--- config.mk ---
export PLATFORM = sky130hd
export DESIGN_NAME = seizure_detector
export DESIGN_NICKNAME = d
export VERILOG_FILES = /design/src/rtl/seizure_pkg.sv /design/src/rtl/thresh_cmp.sv /design/src/rtl/seizure_detector.sv
export SDC_FILE = /design/constraint.sdc
export NUM_CORES = 1
export LEC_CHECK = 0
export CAP_MARGIN = 20
export CORE_MARGIN = 2
export CORE_UTILIZATION = 40
export CTS_CLUSTER_DIAMETER = 200
export DETAILED_ROUTE_END_ITERATION = 12
export SLEW_MARGIN = 5
export SYNTH_ARGS = -nofsm -noshare
export SYNTH_HDL_FRONTEND = slang
export SYNTH_SLANG_ARGS = --single-unit
--- constraint.sdc ---
create_clock -name clk -period 10.28 [get_ports clk]
set_input_delay 2.056 -clock clk [delete_from_list [all_inputs] [get_ports clk]]
set_output_delay 2.056 -clock clk [all_outputs]
set_load 0.005 [all_outputs]
--- src/rtl/seizure_pkg.sv ---
// Shared types and constants for the seizure detector: FSM states, Q4.4 scaling and compare width.
package seizure_pkg;

  localparam int Q_FRAC_BITS    = 4;
  localparam int DEF_FEAT_WIDTH = 25;
  localparam int DEF_BASE_WIDTH = 37;
  localparam int DEF_MULT_WIDTH = 8;

  typedef enum logic [2:0] {
    WARMUP,
    IDLE,
    PENDING,
    ALARM,
    CLEARING
  } state_e;

  // Full-precision width of base * multiplier, with one extra bit for the sign.
  function automatic int cmp_width(input int base_width, input int mult_width);
    return base_width + mult_width + 1;
  endfunction

  function automatic logic [7:0] sat_inc8(input logic [7:0] v);
    return (v == 8'hFF) ? v : v + 8'd1;
  endfunction

endpackage

--- src/rtl/thresh_cmp.sv ---
// Registered scale-and-compare: exceed = (feat << 4) > (base * mult), full precision.
// One cycle from feat_vld_i to exceed_o/cmp_vld_o; no backpressure, accepts a sample every cycle.
module thresh_cmp
  import seizure_pkg::*;
#(
  parameter int FEAT_WIDTH  = DEF_FEAT_WIDTH,
  parameter int BASE_WIDTH  = DEF_BASE_WIDTH,
  parameter int MULT_WIDTH  = DEF_MULT_WIDTH,
  parameter int THRESH_MULT = 48
) (
  input  logic                         clk,
  input  logic                         rst,
  input  logic signed [FEAT_WIDTH-1:0] feat_i,
  input  logic                         feat_vld_i,
  input  logic signed [BASE_WIDTH-1:0] base_i,
  output logic                         exceed_o,
  output logic                         cmp_vld_o
);

  localparam int CW = cmp_width(BASE_WIDTH, MULT_WIDTH);
  localparam logic [MULT_WIDTH-1:0] MULT_Q   = MULT_WIDTH'(THRESH_MULT);
  localparam logic signed [CW-1:0]  MULT_EXT = signed'(CW'(MULT_Q));

  logic signed [CW-1:0] feat_ext, base_ext, lhs, rhs;
  logic exceed_q, exceed_d, cmp_vld_q;

  assign feat_ext = {{(CW-FEAT_WIDTH){feat_i[FEAT_WIDTH-1]}}, feat_i};
  assign base_ext = {{(CW-BASE_WIDTH){base_i[BASE_WIDTH-1]}}, base_i};
  // Feature is aligned to the Q4.4 multiplier so the compare needs no division.
  assign lhs      = feat_ext <<< Q_FRAC_BITS;
  assign rhs      = base_ext * MULT_EXT;
  assign exceed_d = feat_vld_i ? (lhs > rhs) : exceed_q;

  always_ff @(posedge clk) begin
    if (rst) begin
      exceed_q  <= 1'b0;
      cmp_vld_q <= 1'b0;
    end else begin
      exceed_q  <= exceed_d;
      cmp_vld_q <= feat_vld_i;
    end
  end

  assign exceed_o  = exceed_q;
  assign cmp_vld_o = cmp_vld_q;

endmodule

--- src/rtl/seizure_detector.sv ---
// Seizure alarm with onset/offset hysteresis over a floored baseline; seizure follows a sample by 2 edges, full rate.
// Optional onset counter on event_count when SEIZURE_EVENT_COUNT_EN is defined.
module seizure_detector
  import seizure_pkg::*;
#(
  parameter int FEAT_WIDTH   = DEF_FEAT_WIDTH,
  parameter int BASE_WIDTH   = DEF_BASE_WIDTH,
  parameter int MULT_WIDTH   = DEF_MULT_WIDTH,
  parameter int THRESH_MULT  = 48,
  parameter int BASE_FLOOR   = 16,
  parameter int ONSET_COUNT  = 4,
  parameter int OFFSET_COUNT = 8
) (
  input  logic                         clk,
  input  logic                         rst,
  input  logic signed [FEAT_WIDTH-1:0] feat_in,
  input  logic                         feat_valid,
  input  logic signed [BASE_WIDTH-1:0] base_in,
  input  logic                         base_valid,
  output logic                         seizure,
  output logic                         exceed,
  output logic                         armed,
  output logic [15:0]                  event_count
);

  localparam logic signed [BASE_WIDTH-1:0] FLOOR = BASE_WIDTH'(BASE_FLOOR);
  localparam logic [7:0] ONSET_C  = 8'(ONSET_COUNT);
  localparam logic [7:0] OFFSET_C = 8'(OFFSET_COUNT);

  state_e                  state_q, state_d;
  logic [7:0]              on_run_q, on_run_d, off_run_q, off_run_d;
  logic signed [BASE_WIDTH-1:0] base_q, base_d;
  logic                    armed_q, armed_d, seizure_q, seizure_d;
  logic                    cmp_vld;

  // The compare reads base_q, so a coincident base update only affects later samples.
  thresh_cmp #(
    .FEAT_WIDTH (FEAT_WIDTH),
    .BASE_WIDTH (BASE_WIDTH),
    .MULT_WIDTH (MULT_WIDTH),
    .THRESH_MULT(THRESH_MULT)
  ) u_cmp (
    .clk       (clk),
    .rst       (rst),
    .feat_i    (feat_in),
    .feat_vld_i(feat_valid),
    .base_i    (base_q),
    .exceed_o  (exceed),
    .cmp_vld_o (cmp_vld)
  );

  always_comb begin
    base_d  = base_q;
    armed_d = armed_q;
    if (base_valid) begin
      base_d  = (base_in < FLOOR) ? FLOOR : base_in;
      armed_d = 1'b1;
    end
  end

  always_comb begin
    state_d   = state_q;
    on_run_d  = on_run_q;
    off_run_d = off_run_q;
    case (state_q)
      WARMUP: begin
        if (base_valid) state_d = IDLE;
      end
      IDLE: begin
        if (cmp_vld && exceed) begin
          on_run_d = 8'd1;
          state_d  = (ONSET_C == 8'd1) ? ALARM : PENDING;
        end
      end
      PENDING: begin
        if (cmp_vld) begin
          if (exceed) begin
            on_run_d = sat_inc8(on_run_q);
            if (on_run_d >= ONSET_C) state_d = ALARM;
          end else begin
            on_run_d = 8'd0;
            state_d  = IDLE;
          end
        end
      end
      ALARM: begin
        if (cmp_vld && !exceed) begin
          off_run_d = 8'd1;
          state_d   = (OFFSET_C == 8'd1) ? IDLE : CLEARING;
        end
      end
      CLEARING: begin
        if (cmp_vld) begin
          if (!exceed) begin
            off_run_d = sat_inc8(off_run_q);
            if (off_run_d >= OFFSET_C) state_d = IDLE;
          end else begin
            off_run_d = 8'd0;
            state_d   = ALARM;
          end
        end
      end
      default: state_d = WARMUP;
    endcase
    seizure_d = (state_d == ALARM) || (state_d == CLEARING);
  end

  always_ff @(posedge clk) begin
    if (rst) begin
      state_q   <= WARMUP;
      on_run_q  <= 8'd0;
      off_run_q <= 8'd0;
      base_q    <= '0;
      armed_q   <= 1'b0;
      seizure_q <= 1'b0;
    end else begin
      state_q   <= state_d;
      on_run_q  <= on_run_d;
      off_run_q <= off_run_d;
      base_q    <= base_d;
      armed_q   <= armed_d;
      seizure_q <= seizure_d;
    end
  end

  assign seizure = seizure_q;
  assign armed   = armed_q;

`ifdef SEIZURE_EVENT_COUNT_EN
  logic [15:0] evt_q, evt_d;
  logic        onset;

  // Only fresh onsets count; CLEARING -> ALARM is the same episode.
  assign onset = ((state_q == IDLE) || (state_q == PENDING)) && (state_d == ALARM);
  assign evt_d = (onset && (evt_q != 16'hFFFF)) ? evt_q + 16'd1 : evt_q;

  always_ff @(posedge clk) begin
    if (rst) evt_q <= 16'd0;
    else     evt_q <= evt_d;
  end

  assign event_count = evt_q;
`else
  assign event_count = 16'd0;
`endif

endmodule

==> impl_metrics.yaml <==
outcome:
  outcome: "complete, no violations"
power_and_ir_drop:
  powerDensity_mw_per_mm2: 92.2
  power_switching_uw: 193
  power_frac_comb_pct: 22.1
  p_int_uw: 483
  power_uw: 676
  power.leakage_nw: 3.16
  power_frac_seq_pct: 36.7
  sw_frac_of_total_pct: 28.6
  ir_drop_mv: 0.0690
  clkPwrFrac_pct: 41.2
global_routing:
  grt_antenna_before_repair: 0
  grt_max_degree: 74
  use_met1_pct: 26.3
  use_met3_pct: 2.89
  use_met2_pct: 30.5
  grtUsageTotal_pct: 18.8
  busiest_layer: "met2"
  grt_pass1_wl_mm: 25.5
  grt.overflow.total: 0
  grt_pass1_vias: 5278
critical_path:
  cpPeakStageDelay_ps: 440
  cp_cell_sequence: "ha_1, ha_1, fa_1, a211oi_2, o211ai_2, a211oi_4, o21ai_2, a211oi_2, o31ai_1, a21oi_1, xnor2_1, ha_1, nand2_1, nor4_2, nand4_1, or3_1, o21ba_2, nor4b_1, a211oi_1"
  r2r_slack_ps: 5440
  reg2reg_from: "base_q[1]"
  required_ps: 10530
  cp-start-kind: "flop"
  crit_path_end_kind: "flop"
  crit_top_cell: "ha_1"
  slowest_stage: "fa_1"
  arrival_ps: 5090
  timing.rr.end: "u_cmp.exceed_o"
  cp_max_fo: 5
  ff2ff_path_depth: 19
  critPathKind: "flop to flop"
yosys:
  synth_ff_type: "dfxtp_1"
  synth_edf_count: 0
  syn_inst: 774
  yosysWarnings: 0
  ys_types: 72
  yosys.area.top_type_share_pct: 22.8
  syn_area_per_cell_sq_um: 8.10
  syn_area_sq_mm: 0.00627
  ys_top_cells_by_count: "ha_1 (114), a21oi_1 (92), dfxtp_1 (60)"
  synth.most_common_cell: "ha_1"
  yosysTopAreaCell: "ha_1"
  synth_seq_area_share_pct: 19.2
  synth-async-reset-ratio_pct: 0
  synth_area_leaders: "ha_1 (23%), dfxtp_1 (19%), a21oi_1 (7.3%), a21o_1 (3.8%), nand3b_1 (3.8%)"
  yosys_register_bits: 60
finish:
  instances_no_fill: 1045
  antenna_cells: 0
  syn_to_final_growth_pct: 17.0
  fin_area_sq_mm: 0.00733
  fin_util_pct: 48.1
  fin_nets: 1010
  drive_gt1_share_pct: 4.80
floorplanning:
  die_area_sq_mm: 0.0167
  dieHeight_um: 129
  fp-row-count: 45
  io_pins: 85
  coreArea_sq_mm: 0.0153
  initial_utilization_pct: 41.1
  die_w_um: 129
timing:
  setup_ws_ps: 5440
  period_share_pct: 47.1
  rsz0062_at_grt: "false"
  slew_viol_final: 0
  hold_viol_final: 0
  fmax_mhz: 206
  setup_viol: 0
  fin_setup_tns_ps: 0
  hold-worst-slack_ps: 472
  slew_headroom_pct: 45.8
  period_minus_slack_ps: 4840
  fin_skew_ps: 7.20
  worst_slew_pin_slew_ps: 814
cts:
  clk_pin_slew_worst_paths_ps: 60
  h-tree-depth: 3
  cts_buffer_depth: 2
  cts_setup_buffers: 0
  cts_tree: "done"
  cts_sinks: 60
  hold_buffers: 0
  cts_made_buffers: 9
  root_buffer: "clkbuf_16"
  insertion_delay_ps: 330
  cts_resized: 0
route:
  routed_wl_mm: 15.5
  via_per_inst: 5.41
  first_pass_iters: 4
  post_drt_wl_per_cell_um: 14.8
  ant_nets: 0
  drc: 0
  drt_iter0_drc: 340
  num_vias: 5657
placed_design:
  place_hpwl_mm: 12.2
  place_congestion: 0.891
  postPlaceCellArea_sq_mm: 0.00705
  portBuffers: 68
  place_ws_ps: 5280
  dp.cells: 1029
min_path:
  min_from: "armed"
  whs_path_depth: 2
  hold_end: "armed"
  hp-class: "flop to flop"
job:
  drv_cap: 0
[worst max-delay path, delay by kind of cell, from the launching register on]
kind	cells	cell delay, ps
DFF	1	320
and+or+nand+nor	5	1020
AOI/OAI and AO/OA	9	2010
adders and majority gates	4	1270
xor gates and xnor gates	1	130
[kinds of logic (layout without fill, tap and decap cells)]
family                   after synthesis  after routing  share of synthesized area, %
AO/OA/AOI/OAI                        227            227                          23.6
XOR/XNOR                              35             35                          4.89
adder cells (fa/ha/maj)              115            115                          23.1
buffers and inverters                 57            102                          4.43
flip-flops                            60             60                          19.2
multiplexers                           4              4                         0.639
other                                  1             16                        0.0598
AND/OR/NAND/NOR                      275            275                          24.1
[cell type report]
type / count / area, sq um
clock buffer: 10 / 239
clock inverter: 6 / 38.8
fill: 1487 / 7930
inverter: 16 / 60.1
multi-input combinational: 672 / 4840
sequential: 60 / 1200
tap: 211 / 264
timing repair buffer: 70 / 686
[routing by layer]
metal  part of all wire (%)  up-vias  routed length, um
li1                       -     2950                  -
met1                     48     2606               7450
met2                     47       91               7230
met3                    4.4       10                676
met4                   0.92        0                143
met5                      0        -                  0
[layout by cell type (no fill, tap or decap), drive strengths merged, types with 8 or more instances in the layout]
cell           instances
ha                   114
inv                   17
and2                   9
a211oi                13
nand3b                32
xnor2                 19
nand2                 49
nand2b                36
nor4                   9
xor2                  16
o21ai                 32
o211ai                 8
conb                  16
a31oi                 12
a21oi                 93
nand4                 11
nand3                 18
dfxtp                 60
nor3                  16
nor2b                 13
nor2                  55
clkbuf                10
a21o                  33
clkdlybuf4s50         66
and3                   9
[state kept, by name, summed over array words and instances, names as in the netlist]
| signal | cells |
|---|---|
| u_cmp.cmp_vld_o | 1 |
| state_q | 3 |
| on_run_q | 8 |
| off_run_q | 8 |
| base_q | 37 |
| seizure | 1 |
| u_cmp.exceed_o | 1 |
| armed | 1 |
[how the worst max path moves through the flow]
stage | depth (start not counted) | startpoint | end | slack [ps]
global route | 19 | base_q[1] | u_cmp.exceed_o | 5100
global placement | 9 | feat_in[24] | u_cmp.exceed_o | 5470
floorplan | 19 | base_q[1] | u_cmp.exceed_o | 5970
detailed placement | 9 | feat_in[24] | u_cmp.exceed_o | 5280
CTS | 19 | base_q[1] | u_cmp.exceed_o | 5400
finish | 19 | base_q[1] | u_cmp.exceed_o | 5440
[power by group through the flow]
stage	Sequential, mW	Clock [mW]	Combinational [mW]
2_1_floorplan	0.249	0	0.101
3_3_place_gp	0.253	0	0.145
3_5_place_dp	0.253	0	0.149
4_1_cts	0.248	0.289	0.150
5_1_grt	0.249	0.297	0.168
6_report	0.248	0.279	0.149
(Power assumes the default switching activity.)
